## config.mk

```make
export PLATFORM = sky130hd
export DESIGN_NAME = qupls_decode_sequencer
export DESIGN_NICKNAME = d
export VERILOG_FILES = /design/src/rtl/qupls_decode_sequencer_pkg.sv /design/src/rtl/qupls_decode_queue.sv /design/src/rtl/qupls_decode_sequencer.sv
export SDC_FILE = /design/constraint.sdc
export NUM_CORES = 1
export LEC_CHECK = 0
export ABC_CLOCK_PERIOD_IN_PS = 10850
export CORE_ASPECT_RATIO = 1.1
export CORE_MARGIN = 4
export CORE_UTILIZATION = 60
export CTS_CLUSTER_SIZE = 30
export DETAILED_ROUTE_END_ITERATION = 6
export PLACE_DENSITY = 0.85
export SLEW_MARGIN = 15
export SYNTH_ARGS = -nofsm -noshare
export SYNTH_HDL_FRONTEND = slang
export SYNTH_HIERARCHICAL = 1
export SYNTH_SLANG_ARGS = --single-unit
```

## constraint.sdc

```tcl
create_clock -name clk -period 10.85 [get_ports clk]
set_input_delay 3.255 -clock clk [delete_from_list [all_inputs] [get_ports clk]]
set_output_delay 3.255 -clock clk [all_outputs]
set_load 0.02 [all_outputs]
```

## src/rtl/qupls_decode_sequencer_pkg.sv

```systemverilog
// Shared types for the decode sequencer: queue entry layout, FSM states and
// the micro-op count clamp.
package qupls_decode_sequencer_pkg;

    typedef logic [31:0] ex_instruction_t;

    typedef struct packed {
        ex_instruction_t ins;
        logic [1:0]      pcnt;
        logic [2:0]      ucnt;
    } dec_qent_t;

    typedef enum logic {
        SEQ_IDLE,
        SEQ_MACRO
    } seq_state_t;

    localparam int WIN_N = 6;

    function automatic logic [2:0] clamp_ucnt(input logic [2:0] u, input int maxu);
        return (int'(u) > maxu) ? 3'(maxu) : u;
    endfunction

endpackage

```

## src/rtl/qupls_decode_queue.sv

```systemverilog
// Circular instruction buffer with single push, 1-4 entry pop and a
// six-entry read window starting at the head.
module qupls_decode_queue
    import qupls_decode_sequencer_pkg::*;
#(
    parameter int QDEPTH = 8,
    parameter int AW     = $clog2(QDEPTH),
    parameter int CW     = AW + 1
) (
    input  logic                        clk,
    input  logic                        rst,
    input  logic                        flush,
    input  logic                        push,
    input  dec_qent_t                   push_ent,
    input  logic                        pop,
    input  logic [2:0]                  popn,
    output logic [CW-1:0]               count,
    output logic [1:0]                  head_pcnt,
    output logic [2:0]                  head_ucnt,
    output ex_instruction_t [WIN_N-1:0] win
);

    dec_qent_t       q [QDEPTH];
    logic [AW-1:0]   head;
    logic [AW-1:0]   tail;

    // Pointers and occupancy are control state; the storage itself is never reset.
    always_ff @(posedge clk) begin
        if (rst || flush) begin
            head  <= '0;
            tail  <= '0;
            count <= '0;
        end else begin
            if (push)
                tail <= tail + AW'(1);
            if (pop)
                head <= head + AW'(popn);
            count <= count + CW'(push) - (pop ? CW'(popn) : CW'(0));
        end
    end

    always_ff @(posedge clk) begin
        if (push)
            q[tail] <= push_ent;
    end

    always_comb begin
        win       = '0;
        head_pcnt = '0;
        head_ucnt = '0;
        if (count != '0) begin
            head_pcnt = q[head].pcnt;
            head_ucnt = q[head].ucnt;
        end
        for (int k = 0; k < WIN_N; k++) begin
            if (k < int'(count))
                win[k] = q[head + AW'(k)].ins;
        end
    end

endmodule

```

## src/rtl/qupls_decode_sequencer.sv

```systemverilog
// Feeds the decoder from the aligned-instruction queue, steps macro
// instructions through their micro-ops and handshakes with rename.
module qupls_decode_sequencer
    import qupls_decode_sequencer_pkg::*;
#(
    parameter int QDEPTH = 8,
    parameter int MAXU   = 7
) (
    input  logic                        clk,
    input  logic                        rst,
    input  logic                        flush,
    input  logic                        fet_v,
    output logic                        fet_rdy,
    input  ex_instruction_t             fet_ins,
    input  logic [1:0]                  fet_pcnt,
    input  logic [2:0]                  fet_ucnt,
    output ex_instruction_t [WIN_N-1:0] dec_win,
    output logic                        dec_en,
    output logic [2:0]                  dec_step,
    output logic                        dec_v,
    input  logic                        ren_rdy,
    output logic                        busy
);

    localparam int CW = $clog2(QDEPTH) + 1;

    seq_state_t                  state, state_nx;
    logic [2:0]                  step, step_nx;
    logic [CW-1:0]               count;
    logic [1:0]                  head_pcnt;
    logic [2:0]                  head_ucnt;
    logic [2:0]                  ucnt_lim;
    logic [2:0]                  popn;
    logic                        pop;
    logic                        push;
    logic                        dispatchable;
    ex_instruction_t [WIN_N-1:0] qwin;

    qupls_decode_queue #(.QDEPTH(QDEPTH)) u_queue (
        .clk       (clk),
        .rst       (rst),
        .flush     (flush),
        .push      (push),
        .push_ent  ('{ins: fet_ins, pcnt: fet_pcnt, ucnt: fet_ucnt}),
        .pop       (pop),
        .popn      (popn),
        .count     (count),
        .head_pcnt (head_pcnt),
        .head_ucnt (head_ucnt),
        .win       (qwin)
    );

    assign ucnt_lim = clamp_ucnt(head_ucnt, MAXU);
    assign popn     = {1'b0, head_pcnt} + 3'd1;

    // The head only dispatches once every postfix word behind it has arrived.
    assign dispatchable = (count >= CW'(popn)) && (!dec_v || ren_rdy);
    assign dec_en       = dispatchable && !flush && !rst;
    assign fet_rdy      = !rst && !flush && ((count < CW'(QDEPTH)) || pop);
    assign push         = fet_v && fet_rdy;

    always_comb begin
        state_nx = state;
        step_nx  = step;
        pop      = 1'b0;
        case (state)
            SEQ_IDLE: begin
                if (dec_en) begin
                    if (ucnt_lim == 3'd0) begin
                        pop = 1'b1;
                    end else begin
                        step_nx  = 3'd1;
                        state_nx = SEQ_MACRO;
                    end
                end
            end
            SEQ_MACRO: begin
                if (dec_en) begin
                    if (step < ucnt_lim) begin
                        step_nx = step + 3'd1;
                    end else begin
                        pop      = 1'b1;
                        step_nx  = 3'd0;
                        state_nx = SEQ_IDLE;
                    end
                end
            end
            default: state_nx = SEQ_IDLE;
        endcase
    end

    always_ff @(posedge clk) begin
        if (rst || flush) begin
            state <= SEQ_IDLE;
            step  <= 3'd0;
            dec_v <= 1'b0;
        end else begin
            state <= state_nx;
            step  <= step_nx;
            dec_v <= dec_en ? 1'b1 : (ren_rdy ? 1'b0 : dec_v);
        end
    end

    assign dec_win  = rst ? '0 : qwin;
    assign dec_step = step;
    assign busy     = (count != '0) || dec_v || (state == SEQ_MACRO);

endmodule

```

# --- Word-level counts from Yosys, hierarchy flattened ---
# Memory sizes are Yosys's and may differ from the RTL's. A register that Yosys moved wholly into a read port is not among the register bits.
# Index checks and enable logic that the tools add are counted.
op_classes:
  n_addsub: 11
  mul: 0
  n_div: 0
  order_cmp: 9
  eq_ne: 3
  shift: 0
  mux: 31
  n_bitwise: 1
  reduce_logical: 18
ops:
  columns: ["op", "count"]
  rows:
  - ["$mux W192", 1]
  - ["$mux W32", 6]
  - ["$mux W3", 8]
  - ["$mux W1", 12]
  - ["$add A3 B1 Y3 const B", 3]
  - ["$lt A1 B4 Y1 const A", 2]
  - ["$lt A2 B4 Y1 const A", 2]
  - ["$lt A3 B4 Y1 const A", 2]
  - ["$add A3 B2 Y3 const B", 2]
  - ["$add A3 B3 Y3 const B", 2]
  - ["$logic_and A1 B1 Y1", 6]
  - ["$ne A2 B2 Y1 const B", 3]
  - ["$pmux W3 S2", 1]
  - ["$logic_or A1 B1 Y1", 5]
  - ["$add A4 B1 Y4", 1]
  - ["$ge A4 B3 Y1", 1]
  - ["$lt A4 B4 Y1 const B", 1]
  - ["$pmux W1 S2", 2]
  - ["$reduce_bool A4 Y1", 1]
  - ["$sub A4 B4 Y4", 1]
  - ["$add A2 B1 Y3 const B", 1]
  - ["$add A3 B3 Y3", 1]
  - ["$logic_not A1 Y1", 3]
  - ["$logic_not A3 Y1", 1]
  - ["other kinds (5)", 5]
word_totals:
  ff_bits: 15
  latchBits: 0
  ram_bits: 296
  mem_bits_ro: 0
  in_bits: 42
  wordCells: 80
  memories: 1
mem_list:
  columns: ["name", "words", "word_bits", "read_ports", "rd_clocked_by_memory_dff", "wr", "line", "source"]
  rows:
  - ["u_queue.q", 8, 37, 6, 1, 1, "qupls_decode_queue.sv:23", "dec_qent_t q [QDEPTH];"]

# --- Depth between registers and ports, before layout ---
depth:
  ltp_word: 14
  depth_mapped: 20
  mapped_depth_nobuf: 17

# --- Modules after synthesis ---
# The synthesis kept the hierarchy.
by_module_without_submodules:
  columns: ["module", "n_inst", "cells_per_inst", "area_per_inst_um2", "seq_area_each_um2"]
  rows:
  - ["qupls_decode_queue", 1, 1171, 18760.5, 9148.8]
  - ["qupls_decode_sequencer", 1, 270, 1774.2, 100.1]

# --- Least setup slack after synthesis ---
# No wires, ideal clock.
synth_path:
  path_type: "input-to-output"
  from: "in rst"
  to: "out dec_win[120] in the netlist's numbering"
  arrival_ns: 3.969
  t_required_ns: 7.595
  setup_slack_ns: 3.626
  cell_stages: 3
  path_buffers: 2
  cell_sequence: "clkbuf_1 -> clkbuf_1 -> nor2b_1"
synth_rtl:
  columns: ["item", "line", "source"]
  rows:
  - ["start, declared", "qupls_decode_sequencer.sv:10", "input logic rst,"]
  - ["end, declared", "qupls_decode_sequencer.sv:17", "output ex_instruction_t [WIN_N-1:0] dec_win,"]

==> flow_summary.html <==
<table>
<tr><th>Metric</th><th>Value</th></tr>
<tr><th colspan="2">Detailed routing</th></tr>
<tr><td>First-pass detailed-route iteration total</td><td>7</td></tr>
<tr><td>Antenna viol nets, final</td><td>0</td></tr>
<tr><td>Detailed-route wire length per cell</td><td>28.4 µm</td></tr>
<tr><td>Via total after detailed routing</td><td>~15000</td></tr>
<tr><td>Avg Vias per Cell</td><td>~7.4</td></tr>
<tr><td>Routed wire length</td><td>58800 µm</td></tr>
<tr><td># DRC</td><td>1</td></tr>
<tr><td>First-iteration detailed-routing DRC count</td><td>2061</td></tr>
<tr><th colspan="2">Min path</th></tr>
<tr><td>Min-Delay Path Class</td><td>register to register</td></tr>
<tr><td>Worst hold stages</td><td>2</td></tr>
<tr><th colspan="2">Floorplanning</th></tr>
<tr><td>Die Ht</td><td>202 µm</td></tr>
<tr><td>Ports placed on the boundary</td><td>about 240</td></tr>
<tr><td>Cell Rows</td><td>70</td></tr>
<tr><td>Area of the die</td><td>between 30000 and 40000 µm²</td></tr>
<tr><td>Core Region</td><td>approximately 34000 µm²</td></tr>
<tr><td>Die X-Extent</td><td>about 180 µm</td></tr>
<tr><td>Initial core utilization</td><td>about 61%</td></tr>
<tr><th colspan="2">Placement</th></tr>
<tr><td>Placer's final routability congestion estimate</td><td>between 0.8 and 0.9</td></tr>
<tr><td>IO buf count</td><td>240</td></tr>
<tr><td>DP HPWL</td><td>between 30000 and 40000 µm</td></tr>
<tr><th colspan="2">Finish</th></tr>
<tr><td>Layout overhead on the synthesized area</td><td>17.6%</td></tr>
<tr><td>Most common library cell in the layout ignoring fill and taps</td><td>sky130_fd_sc_hd__edfxtp_1</td></tr>
<tr><td>Register area</td><td>slightly above 9000 µm²</td></tr>
<tr><td>Fin util</td><td>72.0%</td></tr>
<tr><td>Area occupied by multi-input gates</td><td>around 11000 µm²</td></tr>
<tr><td>Fraction of final layout cells sized beyond drive strength 1</td><td>a little under a fifth</td></tr>
<tr><td>Layout Nets</td><td>between 1500 and 2000</td></tr>
<tr><td>FILL cells</td><td>roughly 2100</td></tr>
<tr><td>Commonest cells after routing, fill and taps aside</td><td>sky130_fd_sc_hd__edfxtp_1, sky130_fd_sc_hd__clkdlybuf4s50_1, sky130_fd_sc_hd__nor2b_1, sky130_fd_sc_hd__mux4_2, sky130_fd_sc_hd__a22o_1</td></tr>
<tr><th colspan="2">Critical path</th></tr>
<tr><td>Delay of the slowest cell on the worst path</td><td>around 0.65 ns</td></tr>
<tr><td>Worst path slowest cell</td><td>sky130_fd_sc_hd__buf_6</td></tr>
<tr><td>Top cell family by delay on the critical path</td><td>buffers and inverters</td></tr>
<tr><td>Crit start category</td><td>input pin</td></tr>
<tr><td>Number of cells on the worst reg-to-reg path</td><td>15</td></tr>
<tr><td>Crit path buffers/inverters</td><td>3</td></tr>
<tr><td>Endpoint required time on the critical path</td><td>7.60 ns</td></tr>
<tr><td>Cells along the critical path</td><td>buf_6, buf_4, nor2b_1, clkdlybuf4s50_1</td></tr>
<tr><td>CP Capture Type</td><td>output port</td></tr>
<tr><td>Cell count along the critical path</td><td>4</td></tr>
<tr><td>Maximum fanout along the worst path</td><td>roughly 140</td></tr>
<tr><td>Critical path type</td><td>input pin to output port</td></tr>
<tr><td>Arrival time of the worst setup path</td><td>about 5.3 ns</td></tr>
<tr><th colspan="2">STA</th></tr>
<tr><td>FMAX</td><td>between 0.1 and 0.15 GHz</td></tr>
<tr><td>Tmin final</td><td>8.56 ns</td></tr>
<tr><td>Transition time at the pin with the least slew margin</td><td>~1.1 ns</td></tr>
<tr><td>Period utilisation layout</td><td>slightly below 80%</td></tr>
<tr><td>Worst hold slack</td><td>about 0.5 ns</td></tr>
<tr><td>RSZ-0062 raised after global routing</td><td>no</td></tr>
<tr><td>Total negative setup slack</td><td>0 ns</td></tr>
<tr><td>Worst slew margin relative to its limit</td><td>between 20% and 30%</td></tr>
<tr><td>Final setup violation count</td><td>0</td></tr>
<tr><td>Final hold violations</td><td>0</td></tr>
<tr><td>Count of final max-slew check failures</td><td>0</td></tr>
<tr><td>Layout Skew</td><td>roughly 0.013 ns</td></tr>
<tr><th colspan="2">CTS</th></tr>
<tr><td>Total number of clock tree sinks</td><td>314</td></tr>
<tr><td>Inserted Clock Buffers</td><td>35</td></tr>
<tr><td>Clock edge transition at the registers on the reported setup and hold paths</td><td>0.06 ns</td></tr>
<tr><td>Maximum buffer depth of the clock tree</td><td>3</td></tr>
<tr><td>Post-CTS Resized</td><td>0</td></tr>
<tr><td>Post-CTS Setup Repair Bufs</td><td>0</td></tr>
<tr><td>Total number of H-tree levels</td><td>2</td></tr>
<tr><td>Insertion delay of the later-clocked pin in the worst-skew pair</td><td>between 0.5 and 0.6 ns</td></tr>
<tr><td>Root cell of the clock tree</td><td>sky130_fd_sc_hd__clkbuf_16</td></tr>
<tr><td>CTS tree</td><td>yes</td></tr>
<tr><td>Hold buffer count at cts</td><td>0</td></tr>
<tr><th colspan="2">GRT</th></tr>
<tr><td>Global-route usage over all layers</td><td>between 30% and 40%</td></tr>
<tr><td>Vias in the first global route</td><td>about 15000</td></tr>
<tr><td>Maximum number of pins on one net before global-route repair</td><td>136</td></tr>
<tr><td>Wire length of the first global-routing pass</td><td>a little under 90000 µm</td></tr>
<tr><td>Total gr overflow</td><td>0</td></tr>
<tr><td>Antenna violations before repair</td><td>5</td></tr>
<tr><th colspan="2">Yosys</th></tr>
<tr><td>Synthesized area per cell</td><td>between 10 and 15 µm²</td></tr>
<tr><td>Yosys warning count</td><td>6</td></tr>
<tr><td>Number of distinct library cells after synthesis</td><td>just over 50</td></tr>
<tr><td>Number of nets in the synthesized netlist</td><td>between 1500 and 2000</td></tr>
<tr><td>Synthesized netlist cell count</td><td>between 1000 and 1500</td></tr>
<tr><td>Total standard cell area after synthesis</td><td>20500 µm²</td></tr>
<tr><td>Share of synthesized area occupied by flip-flops and latches</td><td>about 45%</td></tr>
<tr><td>Flip-flop and latch count after synthesis</td><td>between 300 and 400</td></tr>
<tr><th colspan="2">Power and ir drop</th></tr>
<tr><td>Power Total</td><td>4.96 mW</td></tr>
<tr><td>Leakage Power</td><td>between 7 and 8 nW</td></tr>
<tr><td>Worst IR Drop VDD</td><td>148 µV</td></tr>
<tr><td>Pwr dens</td><td>a little over 200 nW/µm²</td></tr>
<tr><th colspan="2">Run</th></tr>
<tr><td>Maximum capacitance violations</td><td>0</td></tr>
<tr><th colspan="2">Outcome</th></tr>
<tr><td>Violated checks</td><td>design-rule violations</td></tr>
<tr><td>Outcome</td><td>finished, violations left</td></tr>
</table>
==> cells by family (layout without fill, tap and decap cells) <==
group,after synthesis,in the layout,synth area share [%]
adders and majority gates,19,19,1.23
DFF,314,314,45.0
and+or+nand+nor,267,267,7.95
buffers and inverters,157,345,4.27
muxes,332,332,28.6
xor gates and xnor gates,7,7,0.299
other,0,5,0
AOI/OAI and AO/OA,345,345,12.6
==> cells in the mapped netlist (all sizes together) <==
library cell | count | area, µm²
inv | 15 | 56.3
o21ai | 7 | 38.8
and3 | 2 | 12.5
mux4 | 202 | 4580
ha | 17 | 213
a211oi | 1 | 7.51
and2b | 2 | 17.5
a31oi | 1 | 21.3
a211o | 1 | 8.76
or2b | 1 | 11.3
mux2i | 130 | 1300
xor2 | 5 | 43.8
a22o | 133 | 1160
clkbuf | 64 | 241
and2 | 4 | 25.0
nor4 | 5 | 73.8
dfxtp | 18 | 360
a21oi | 7 | 35.0
a21o | 1 | 7.51
o211ai | 1 | 7.51
edfxtp | 296 | 8890
buf | 78 | 578
nor3 | 4 | 25.0
or3 | 1 | 6.26
xnor2 | 2 | 17.5
nor2 | 26 | 100
fa | 2 | 40.0
nand2 | 14 | 52.6
nand3 | 1 | 5.00
or2 | 3 | 21.3
nand2b | 6 | 37.5
a2111o | 1 | 11.3
nand4b | 2 | 17.5
nor2b | 196 | 1230
o22ai | 128 | 801
o21a | 64 | 480
==> registers in the layout, indices dropped and copies added (netlist names), named ones only <==
register,flops
u_queue/count,4
dec_step,3
u_queue/tail,3
dec_v,1
state,1
u_queue/head,3
u_queue/q,296
==> power by group <==
group / total, mW / internal [mW] / switching (mW)
Combinational: 2.44 / 1.11 / 1.33
Sequential: 1.40 / 1.34 / 0.0604
Clock: 1.12 / 0.656 / 0.466
Total: 4.96 / 3.11 / 1.86
==> per-layer routing <==
metal	wire length (µm)	up-vias	share of wire (%)	GRT usage [%]
met5	7	-	0.012	0
met4	2940	2	5.0	15.0
met3	6950	257	12	6.48
met2	28600	1281	49	49.1
met1	20300	7581	35	40.6
li1	-	6268	-	-
==> per-stage QoR <==
stage          worst slack [ns]  instance area, µm²  instances
2_1_floorplan              3.63               20500       1441
3_3_place_gp               2.41               23000       1999
3_5_place_dp               2.27               23000       1999
4_1_cts                    2.27               24100       2061
5_1_grt                    2.10               24100       2065
6_report                   2.29               24100       2066
==> final timing paths <==
kind	from	to	slack [ns]
max	rst	dec_win[175]	2.29
min reg2reg	u_queue/tail[0]	u_queue/tail[0]	0.49
max reg2reg	register	u_queue/count[3]	5.59
min	u_queue/tail[0]	u_queue/tail[0]	0.49
==> area by class of cell <==
cell class | instances | share of cell area (%)
repair buffers | 268 | 10.9
flip-flops and latches | 314 | 38.4
clock buffers | 43 | 3.97
diodes | 5 | 0.0518
inverters | 15 | 0.233
well taps | 432 | 2.24
multi-input cells | 970 | 43.7
clock inverters | 19 | 0.596
==> worst min-delay path, delay by kind of cell, from the launching register on <==
family | cells | cell delay, ns
flops | 1 | 0.33
simple gates | 1 | 0.06
compound gates | 1 | 0.05
Power figures use the tool's default switching activity.
